### src/rtl/number_pkg.sv
// Shared definitions for the operand-count selection and dispatch blocks.
package number_pkg;
  localparam int MAX_COUNT = 5;
  localparam int CNT_W     = 3;

  typedef enum logic [1:0] {
    IDLE  = 2'd0,
    PULSE = 2'd1,
    GAP   = 2'd2,
    DONE  = 2'd3
  } state_e;
endpackage

### src/rtl/btn_sync_edge.sv
// Two-flop synchronizer for a raw panel button plus a rising-edge detector;
// rise is high for exactly one clk cycle per press.
module btn_sync_edge (
  input  logic clk,
  input  logic rst,
  input  logic btn,
  output logic rise
);
  // sync_q[0], sync_q[1] synchronize; sync_q[2] holds the previous level.
  logic [2:0] sync_q;
  logic [2:0] sync_d;

  always_comb begin
    sync_d = {sync_q[1:0], btn};
  end

  always_ff @(posedge clk or posedge rst) begin
    if (rst) begin
      sync_q <= '0;
    end else begin
      sync_q <= sync_d;
    end
  end

  assign rise = sync_q[1] & ~sync_q[2];
endmodule

### src/rtl/number_dispatch.sv
// Samples the selected count on a start press and emits that many fixed-width
// item pulses separated by fixed gaps, with busy/done/err status.
module number_dispatch
  import number_pkg::*;
#(
  parameter int MAX_COUNT    = number_pkg::MAX_COUNT,
  parameter int CNT_W        = number_pkg::CNT_W,
  parameter int PULSE_CYCLES = 4,
  parameter int GAP_CYCLES   = 8
) (
  input  logic             clk,
  input  logic             rst,
  input  logic [CNT_W-1:0] number_in,
  input  logic             start,
  input  logic             abort,
  output logic             item_pulse,
  output logic [CNT_W-1:0] remaining,
  output logic             busy,
  output logic             done,
  output logic             err,
  output state_e           dbg_state
);
  localparam int PH_MAX = (PULSE_CYCLES > GAP_CYCLES) ? PULSE_CYCLES : GAP_CYCLES;
  localparam int PH_W   = (PH_MAX > 1) ? $clog2(PH_MAX) : 1;

  logic rise;

  btn_sync_edge u_start_sync (
    .clk  (clk),
    .rst  (rst),
    .btn  (start),
    .rise (rise)
  );

  state_e            state_q, state_d;
  logic [PH_W-1:0]   phase_q, phase_d;
  logic [CNT_W-1:0]  remaining_q, remaining_d;
  logic              err_q, err_d;
  logic              item_pulse_q, item_pulse_d;
  logic              busy_q, busy_d;
  logic              done_q, done_d;

  always_comb begin
    state_d     = state_q;
    phase_d     = phase_q;
    remaining_d = remaining_q;
    err_d       = err_q;
    case (state_q)
      IDLE: begin
        // Start rises are only honoured here; abort has no meaning in IDLE.
        if (rise) begin
          if (32'(number_in) > 32'(MAX_COUNT)) begin
            err_d       = 1'b1;
            remaining_d = '0;
          end else if (number_in == '0) begin
            err_d   = 1'b0;
            state_d = DONE;
          end else begin
            err_d       = 1'b0;
            remaining_d = number_in;
            phase_d     = '0;
            state_d     = PULSE;
          end
        end
      end
      PULSE: begin
        if (abort) begin
          state_d     = IDLE;
          remaining_d = '0;
          phase_d     = '0;
        end else if (phase_q == PH_W'(PULSE_CYCLES - 1)) begin
          phase_d = '0;
          if (remaining_q != '0) begin
            remaining_d = remaining_q - CNT_W'(1);
          end
          state_d = (remaining_q <= CNT_W'(1)) ? DONE : GAP;
        end else begin
          phase_d = phase_q + PH_W'(1);
        end
      end
      GAP: begin
        if (abort) begin
          state_d     = IDLE;
          remaining_d = '0;
          phase_d     = '0;
        end else if (phase_q == PH_W'(GAP_CYCLES - 1)) begin
          phase_d = '0;
          state_d = PULSE;
        end else begin
          phase_d = phase_q + PH_W'(1);
        end
      end
      DONE: begin
        state_d = IDLE;
      end
      default: begin
        state_d = IDLE;
      end
    endcase

    // Outputs are decoded from the next state so they are registered with it.
    item_pulse_d = (state_d == PULSE);
    busy_d       = (state_d == PULSE) || (state_d == GAP);
    done_d       = (state_d == DONE);
  end

  always_ff @(posedge clk or posedge rst) begin
    if (rst) begin
      state_q      <= IDLE;
      phase_q      <= '0;
      remaining_q  <= '0;
      err_q        <= 1'b0;
      item_pulse_q <= 1'b0;
      busy_q       <= 1'b0;
      done_q       <= 1'b0;
    end else begin
      state_q      <= state_d;
      phase_q      <= phase_d;
      remaining_q  <= remaining_d;
      err_q        <= err_d;
      item_pulse_q <= item_pulse_d;
      busy_q       <= busy_d;
      done_q       <= done_d;
    end
  end

  assign item_pulse = item_pulse_q;
  assign remaining  = remaining_q;
  assign busy       = busy_q;
  assign done       = done_q;
  assign err        = err_q;
  assign dbg_state  = state_q;
endmodule

### config.mk
export PLATFORM = sky130hd
export DESIGN_NAME = number_dispatch
export DESIGN_NICKNAME = d
export VERILOG_FILES = /design/src/rtl/number_pkg.sv /design/src/rtl/btn_sync_edge.sv /design/src/rtl/number_dispatch.sv
export SDC_FILE = /design/constraint.sdc
export NUM_CORES = 1
export LEC_CHECK = 0
export CAP_MARGIN = 5
export CORE_MARGIN = 2
export CORE_UTILIZATION = 55
export DETAILED_ROUTE_END_ITERATION = 6
export DONT_BUFFER_PORTS = 1
export PLACE_DENSITY = 0.7
export SLEW_MARGIN = 10
export SYNTH_ARGS = -nofsm -noshare
export SYNTH_HDL_FRONTEND = slang
export SYNTH_SLANG_ARGS = --single-unit
### constraint.sdc
create_clock -name clk -period 2.2 [get_ports clk]
set_clock_uncertainty 0.05 [all_clocks]
set_input_delay 0.44 -clock clk [delete_from_list [all_inputs] [get_ports clk]]
set_output_delay 0.44 -clock clk [all_outputs]
set_load 0.01 [all_outputs]
==> results of run 1 <==
[cells by family after synthesis]
group,after synthesis
AO/OA/AOI/OAI,19
adder cells (fa/ha/maj),14
buffers and inverters,13
flip-flops,15
multiplexers,6
AND/OR/NAND/NOR,24
[cells in the mapped netlist, drive strengths merged]
cell      n  area [µm²]
nor3      3        20.0
a21oi     7        38.8
o21ai     5        25.0
nand2b    6        37.5
a21o      1        7.51
nand3b    2        15.0
nor4      1        6.26
buf       1        5.00
nor2      2        7.51
ha       14         175
o2111ai   1        8.76
mux2      4        48.8
o211ai    1        12.5
nor3b     2        15.0
nand2     7        26.3
nor2b     1        6.26
a311o     1        10.0
o32ai     1        8.76
dfrtp    15         375
inv      12        45.0
a31oi     2        12.5
mux2i     2        20.0
[registers in the layout (all words and copies together), names as in the netlist]
signal,cells
remaining,3
err,1
u_start_sync.sync_q,3
item_pulse,1
busy,1
done,1
dbg_state,2
phase_q,3
[stage by stage]
step           power, mW   util
2_1_floorplan      0.735      -
3_3_place_gp       0.829  0.621
3_5_place_dp       0.846  0.621
4_1_cts             1.01  0.639
5_1_grt             1.08  0.639
6_report            1.00  0.639
[power by group]
| part | total, mW | internal (mW) | leakage, nW | switching, mW |
|---|---|---|---|---|
| combinational | 0.419 | 0.178 | 0.264 | 0.241 |
| clock | 0.164 | 0.0677 | 0.0177 | 0.0967 |
| sequential | 0.420 | 0.343 | 0.194 | 0.0762 |
| total | 1.00 | 0.589 | 0.476 | 0.414 |
[final timing paths]
check	start	to	slack, ns
max reg2reg	remaining[0]	remaining[1]	0.32
max	remaining[0]	remaining[1]	0.32
max in group asynchronous	rst	remaining[0]	1.70
min reg2reg	u_start_sync.sync_q[0]	u_start_sync.sync_q[1]	0.32
min	rst	dbg_state[0]	0.03
min in group clk	start	u_start_sync.sync_q[0]	0.12
[layer usage]
metal | vias to the layer above | GRT usage
li1 | 322 | -
met1 | 296 | 0.276
met2 | 17 | 0.303
met3 | 5 | 0.0280
met4 | 0 | 0.124
met5 | - | 0
[critical path, stage by stage (launching register included)]
cell	delay, ns
dfrtp_1	0.47
inv_1	0.09
ha_1	0.21
ha_1	0.18
nand2b_1	0.14
a21oi_1	0.17
o211ai_2	0.15
mux2_4	0.32
[cell type report]
cell class / count / area, µm²
Timing Repair Buffer: 2 / 15.0
Clock buffer: 3 / 22.5
Inverter: 12 / 45.0
Fill cell: 126 / 557
Sequential cell: 15 / 375
Clock inverter: 1 / 5.00
Tap cell: 16 / 20.0
Multi-Input combinational cell: 63 / 502
==> run_results.csv, run 1 <==
group,metric,value,unit
yosys,ys_types,26,
clocking,cts.sinks,15,
critical_path,critical_path_class,"flip-flop to flip-flop",
yosys,synth-adder-area-share,0.189,
clocking,clockRootBuffer,"clkbuf_4",
timing,rsz0062_at_grt,"false",
detailed_routing,drtIter0Drc,18,
run,maxCapViolCount,0,
timing,final-setup-viol-count,0,
grt,grt_pass1_wl,2890,µm
detailed_routing,ant_nets,0,
detailed_routing,m1WireLength,789,µm
clocking,cts_setup_buffers,0,
min_path,min_path_type,"input port to async pin",
detailed_routing,wl_met3,50,µm
grt,overflow,0,
power,ir_worst_vdd,664,µV
grt,grt_use_total,0.202,
die,die_y,45.1,µm
finish,final_cell_area,985,µm²
die,fp.dieW,45.1,µm
critical_path,critPathLaunchType,"flip-flop",
yosys,syn_area,927,µm²
yosys,ys_seq_area_frac,0.405,
clocking,htree_levels,1,
timing,fin_tns_setup,0,ns
detailed_routing,wl_per_cell,15.1,µm
yosys,synth_warnings,0,
finish,stdcell_count,112,
critical_path,worst_ep_arrival_time,2.02,ns
clocking,cts_tree,"built",
yosys,synth_xor_area_frac,0,
detailed_routing,highest_layer,"met4",
timing,slew_violations,0,
detailed_routing,vias_per_cell,5.71,
yosys,synth_top_family_by_area,"adder cells",
clocking,cts_hold_buf,0,
die,initial_core_util,0.601,
die,rows,14,
placed_design,place_congestion,0.770,
placed_design,dpl_worst_slack,0.320,ns
critical_path,cp-end-kind,"flip-flop",
timing,fmax,531,MHz
placed_design,placed_cell_area,957,µm²
grt,grt_max_degree,16,
timing,finalWorstSetupSlack,0.316,ns
critical_path,required,2.34,ns
die,ios,16,
critical_path,worstRegToRegCells,7,
yosys,synth_compound_area_frac,0.134,
clocking,cts-buffers-inserted,3,
die,core-area,0.00154,mm²
timing,worst-slew-pin-transition,0.567,ns
clocking,clk_transition_reported_paths,0.09,ns
yosys,synthSimpleGateAreaFrac,0.144,
finish,antennaDiodeCount,0,
placed_design,hpwlAfterDp,1330,µm
detailed_routing,vias,640,
finish,layout-drive-gt1-share,0.104,
die,dieArea,0.00203,mm²
yosys,ys_seq_elements,15,
clocking,clkLatencyLatePin,0.29,ns
finish,syn2layout_area_growth,6.21,%
yosys,syn_avg_cell_area,10.2,µm²
power,leakage,0.476,nW
clocking,clock_path_buffers,2,
yosys,synth_mux_area_frac,0.0742,
clocking,cts_resized,0,
grt,antenna_found_initial,0,
timing,period_minus_slack,1.88,ns
yosys,syn_nets,112,
timing,maxSlewHeadroom,0.622,
finish,nNetsFinal,118,
run_status,outcome,"complete, no violations",
detailed_routing,wl,1690,µm
finish,layout_commonest_cell,"dfrtp_1",
yosys,netlist_instances,91,
critical_path,critPathMaxFanout,5,
detailed_routing,drc,0,
placed_design,io_buffers,0,
power,powerDensity,1020,mW/mm²
timing,whs,0.0270,ns
finish,final_cell_mix,"dfrtp_1, ha_1, inv_1",
placed_design,placed_cells,108,
timing,timing.final.crit_share,0.856,
timing,hold_viol,0,
detailed_routing,first_pass_iters,4,
grt,grt_pass1_vias,647,
detailed_routing,dr_wl_met2,807,µm
Power figures use the tool's default switching activity.
==> run 2, diff against run 1 <==
Settings changed: ABC_AREA from default to 1.
==> run 2 against run 1 <==
  * Synthesized cell count rose by 40%
  * Highest routed layer unchanged
  * Sequential power rose by 5.7%
  * Critical endpoint is now busy
  * Critical path depth unchanged
  * Die area up 6.4%
  * Design area up 6.7%
  * Worst setup slack gained 0.066 ns
==> run_results.csv, run 2 <==
group,metric,value,unit
yosys,synth_top_family_by_area,"simple AND/OR/NAND/NOR gates",
critical_path,cp_cell_sequence,"inv_1 -> ha_1 -> nand2_2 -> a21oi_1 -> nand2_1 -> a21oi_1 -> ha_1",
timing,worst-slew-pin-transition,0.581,ns
critical_path,cp-end-kind,"flip-flop",
detailed_routing,m1WireLength,840,µm
grt,grt_max_degree,16,
finish,final_cell_area,0.00105,mm²
yosys,netlist.area_leader.share,0.378,
die,dieArea,0.00216,mm²
critical_path,required,2.32,ns
finish,layout-drive-gt1-share,0.153,
timing,fmax,550,MHz
critical_path,crit_family,"adder cells",
finish,final_cell_mix,"nand2_1, inv_1, dfrtp_1",
critical_path,critPathMaxFanout,7,
grt,grt_pass1_wl,2930,µm
critical_path,critical_path_class,"flip-flop to flip-flop",
yosys,synth_warnings,0,
critical_path,critPathLaunchType,"flip-flop",
clocking,cts.sinks,15,
detailed_routing,dr_wl_met2,761,µm
grt,grt_pass1_vias,724,
finish,nNetsFinal,153,
critical_path,crit_buf_inv,1,
yosys,synthSimpleGateAreaFrac,0.314,
yosys,synth_most_common_cell,"nand2_1",
finish,syn2layout_area_growth,5.93,%
detailed_routing,vias,774,
finish,post-route-util,0.615,
clocking,cts_setup_buffers,0,
die,ios,16,
yosys,syn_area,992,µm²
timing,period_minus_slack,1.82,ns
timing,fin_tns_setup,0,ns
yosys,synth-async-reset-ratio,1.00,
yosys,synth-edff-count,0,
critical_path,worst_ep_arrival_time,1.94,ns
power,totalPowerFinal,1.22,mW
finish,layout_commonest_cell,"nand2_1",
run_status,outcome,"complete, no violations",
placed_design,place_congestion,0.872,
clocking,clkLatencyLatePin,0.28,ns
detailed_routing,drc,0,
die,die_y,46.5,µm
detailed_routing,highest_layer,"met4",
yosys,synthTopCellsByArea,"dfrtp_1, ha_1, nand2_1",
clocking,clk_transition_reported_paths,0.09,ns
run,maxCapViolCount,0,
clocking,cts-buffers-inserted,3,
critical_path,critPathSlowestCell,"dfrtp_1",
power,ir_worst_vdd,764,µV
detailed_routing,wl_met3,100,µm
power,leakage,0.581,nW
die,rows,15,
detailed_routing,drtIter0Drc,25,
clocking,cts_resized,0,
timing,rsz0062_at_grt,"false",
clocking,cts_tree,"built",
die,core-area,0.00171,mm²
finish,antennaDiodeCount,0,
yosys,synth_xor_area_frac,0,
timing,final-setup-viol-count,0,
finish,stdcell_count,156,
timing,hold_viol,0,
yosys,netlist_instances,127,
yosys,synth-adder-area-share,0.177,
detailed_routing,ant_nets,0,
clocking,clock_path_buffers,2,
grt,grt_use_total,0.196,
yosys,synth_compound_area_frac,0.0479,
die,fp.dieW,46.5,µm
yosys,syn_avg_cell_area,7.81,µm²
yosys,ys_seq_area_frac,0.378,
yosys,ys_seq_elements,15,
yosys,ys.flop_type,"dfrtp_1",
clocking,clockRootBuffer,"clkbuf_4",
yosys,ys_types,17,
yosys,syn_nets,148,
clocking,htree_levels,1,
placed_design,io_buffers,0,
critical_path,max_stage_delay,0.50,ns
detailed_routing,vias_per_cell,4.96,
detailed_routing,first_pass_iters,4,
grt,antenna_found_initial,0,
detailed_routing,wl,1750,µm
grt,overflow,0,
detailed_routing,wl_per_cell,11.2,µm
timing,timing.final.crit_share,0.826,
finish,fillers,153,
timing,maxSlewHeadroom,0.612,
yosys,synth_common_cells,"nand2_1, inv_1, dfrtp_1",
placed_design,placed_cell_area,0.00102,mm²
placed_design,hpwlAfterDp,1400,µm
yosys,synth_mux_area_frac,0,
yosys,yosysTopAreaCell,"dfrtp_1",
placed_design,placed_cells,152,
clocking,cts_hold_buf,0,
die,initial_core_util,0.581,
power,powerDensity,1160,mW/mm²
timing,slew_violations,0,
min_path,min_path_type,"input port to async pin",
run 2: changes by cell type after synthesis, moves of 3 or more:
cell	change
inv_1	+5
inv_2	+5
mux2_1	-3
nand2_1	+28
nand2_2	+4
nand2b_1	-6
nand3_1	+14
nor2_1	+3
nor2_2	+5
run 2: cells by family after synthesis:
kind of cell	count (synthesis)
compound gates	9
flops	15
simple gates	67
fa+ha+maj	14
buf+inv	22
run 2: layout make-up:
type,instances,area (µm²),share of cell area
well taps,25,31.3,0.0298
clock inverters,1,5.00,0.00476
flip-flops and latches,15,375,0.357
multi-input cells,90,534,0.508
inverters,22,82.6,0.0786
clock buffers,3,22.5,0.0214
run 2: per-layer routing:
layer	global-route usage	vias to the layer above
met2	0.294	21
li1	-	407
met1	0.261	341
met4	0.120	0
met5	0	-
met3	0.0314	5
run 2: final timing paths:
check,depth (start not counted),endpoint,slack (ns),startpoint
max,7,busy,0.38,dbg_state[1]
max reg2reg,7,busy,0.38,dbg_state[1]
min in group clk,0,u_start_sync.sync_q[0],0.13,start
max in group asynchronous,1,phase_q[2],1.68,rst
min reg2reg,0,u_start_sync.sync_q[1],0.30,u_start_sync.sync_q[0]
min,1,u_start_sync.sync_q[2],0.04,rst
run 2: per-stage QoR:
step	worst slack [ns]	hold slack, ns
floorplan	0.578	0.281
global placement	0.455	0.285
detailed placement	0.383	0.286
CTS	0.365	0.0508
global route	0.185	0.0773
finish	0.382	0.0420
run 2: power by group:
part           internal, mW  leakage [nW]  total [mW]  switching [mW]
logic                 0.217         0.371       0.622           0.405
clock network        0.0675        0.0177       0.154          0.0861
registers             0.352         0.192       0.444          0.0923
total                 0.637         0.581        1.22           0.583
==> run 3, diff against run 2 <==
Settings changed: PLACE_DENSITY 0.7 to 0.73.
Clock period 2.2 ns to 1.55 ns, I/O delays scaled along.
==> run 3 against run 2 <==
  * Maximum frequency is 13% higher
  * Sequential share of layout area fell by 9.4 points
  * Design area grew 36%
  * Largest cell class unchanged
  * Non-clock buffer count up 26
  * Critical path depth up 1
  * Sequential power rose by 40%
  * Die area unchanged
  * Global-route usage grew 5.0 points
  * Register-to-register slack worse by 0.44 ns
  * The run now ends with negative setup slack left
  * Sequential cell count stayed put
  * Clock-buffer cell count is the same
  * First-iteration DRC count up 80%
==> run_results.csv, run 3 (synthesis gave the netlist of run 2 again) <==
group,metric,value,unit
critical_path,cp-end-kind,"flip-flop",
power,power_frac_seq,0.229,
finish,antennaDiodeCount,0,
clocking,cts.sinks,15,
clocking,cts-buffers-inserted,3,
timing,worst-slew-pin-transition,0.583,ns
power,p_comb_frac,0.684,
finish,final_cell_mix,"nand2_1, buf_4, nand3_1",
power,swShare,0.458,
detailed_routing,drc,0,
critical_path,critPathMaxFanout,4,
finish,layout_commonest_cell,"nand2_1",
timing,whs,0.200,ns
placed_design,dpl_worst_slack,-0.0659,ns
finish,post-route-util,0.840,
finish,multi_input_area,706,µm²
critical_path,crit_family,"flip-flops",
run,maxCapViolCount,0,
clocking,clkLatencyLatePin,0.29,ns
grt,grt_pass1_wl,3680,µm
grt,overflow,0,
timing,fmax,620,MHz
critical_path,required,1.69,ns
grt,grt_use_total,0.246,
grt,grt_pass1_vias,892,
finish,nNetsFinal,179,
die,core-area,0.00171,mm²
finish,syn2layout_area_growth,44.5,%
run_status,violations,"negative setup slack",
die,fp.dieW,46.5,µm
timing,fin_tns_setup,-0.139,ns
timing,period_minus_slack,1.61,ns
timing,slew_violations,0,
power,clockPowerShare,0.087,
critical_path,critPathLaunchType,"flip-flop",
power,ir_worst_vdd,1550,µV
die,rows,15,
critical_path,max_stage_delay,0.48,ns
die,initial_core_util,0.581,
die,ios,16,
detailed_routing,vias_per_cell,5.31,
die,die_y,46.5,µm
finish,layout-drive-gt1-share,0.471,
grt,grt_max_degree,16,
finish,fillers,94,
critical_path,cp_cell_sequence,"ha_4 -> nand2_2 -> inv_2 -> buf_4 -> a21oi_4 -> a21oi_4 -> buf_6 -> ha_4",
detailed_routing,ant_nets,0,
placed_design,hpwlAfterDp,1570,µm
clocking,clock_path_buffers,2,
finish,area.sequential,378,µm²
critical_path,critical_path_class,"flip-flop to flip-flop",
clocking,clk_transition_reported_paths,0.10,ns
min_path,min_path_type,"input port to flip-flop",
clocking,htree_levels,1,
detailed_routing,vias,967,
detailed_routing,first_pass_iters,4,
power,powerDensity,1890,mW/mm²
timing,finalWorstSetupSlack,-0.0626,ns
critical_path,critPathSlowestCell,"dfrtp_2",
run_status,outcome,"complete, but fails checks",
timing,timing.final.crit_share,1.04,
critical_path,worst_ep_arrival_time,1.76,ns
power,internal_power,1.47,mW
timing,hold_viol,0,
power,power_switching,1.24,mW
power,leakage,0.702,nW
timing,maxSlewHeadroom,0.611,
critical_path,crit_buf_inv,3,
timing,final-setup-viol-count,3,
placed_design,place_congestion,0.856,
detailed_routing,wl,2890,µm
detailed_routing,wl_per_cell,15.9,µm
detailed_routing,drtIter0Drc,45,
grt,antenna_found_initial,0,
die,dieArea,0.00216,mm²
timing,rsz0062_at_grt,"true",
clocking,cts_tree,"built",
placed_design,io_buffers,0,
clocking,clockRootBuffer,"clkbuf_4",
[run 3: layer usage]
metal / share of wire / GRT usage
met5: 0 / 0
met4: 0.031 / 0.0971
met3: 0.059 / 0.0510
met2: 0.50 / 0.411
met1: 0.41 / 0.307
[run 3: per-stage QoR]
| step | total power, mW | cells | cell area, µm² |
|---|---|---|---|
| finish | 2.71 | 182 | 1430 |
| global route | 2.85 | 182 | 1430 |
| CTS | 2.27 | 178 | 1320 |
| detailed placement | 1.78 | 166 | 1150 |
| global placement | 1.75 | 166 | 1150 |
| floorplan | 1.38 | 127 | 1020 |
[run 3: path summary, 6_finish.rpt]
check	start	end	slack (ns)	depth (start not counted)
max	dbg_state[1]	item_pulse	-0.06	8
min	number_in[1]	err	0.20	2
max reg2reg	dbg_state[1]	item_pulse	-0.06	8
min reg2reg	u_start_sync.sync_q[0]	u_start_sync.sync_q[1]	0.31	0
max in group asynchronous	rst	dbg_state[0]	0.58	2
min in group asynchronous	rst	err	0.46	2
[run 3: power by group through the flow]
stage / clock, mW / sequential [mW] / combinational, mW
after detailed placement: 0 / 0.614 / 1.17
after CTS: 0.234 / 0.598 / 1.44
after global placement: 0 / 0.610 / 1.14
after global routing: 0.253 / 0.632 / 1.96
final: 0.235 / 0.620 / 1.85
after floorplan: 0 / 0.631 / 0.754
[run 3: layout make-up]
| cell class | instances | share of cell area |
|---|---|---|
| timing repair buffer | 26 | 0.142 |
| multi-input combinational | 90 | 0.492 |
| sequential | 15 | 0.264 |
| tap | 25 | 0.0218 |
| clock inverter | 1 | 0.00349 |
| inverter | 22 | 0.0611 |
| clock buffer | 3 | 0.0157 |
[run 3: repair_timing]
action                                  4_1_cts  5_1_grt
hold buffers                                  2        0
hold endpoints to repair                     16        0
resized for setup                            17       19
pin swaps                                    12        8
buffers inserted                              6        4
endpoints found under the setup margin        5        8
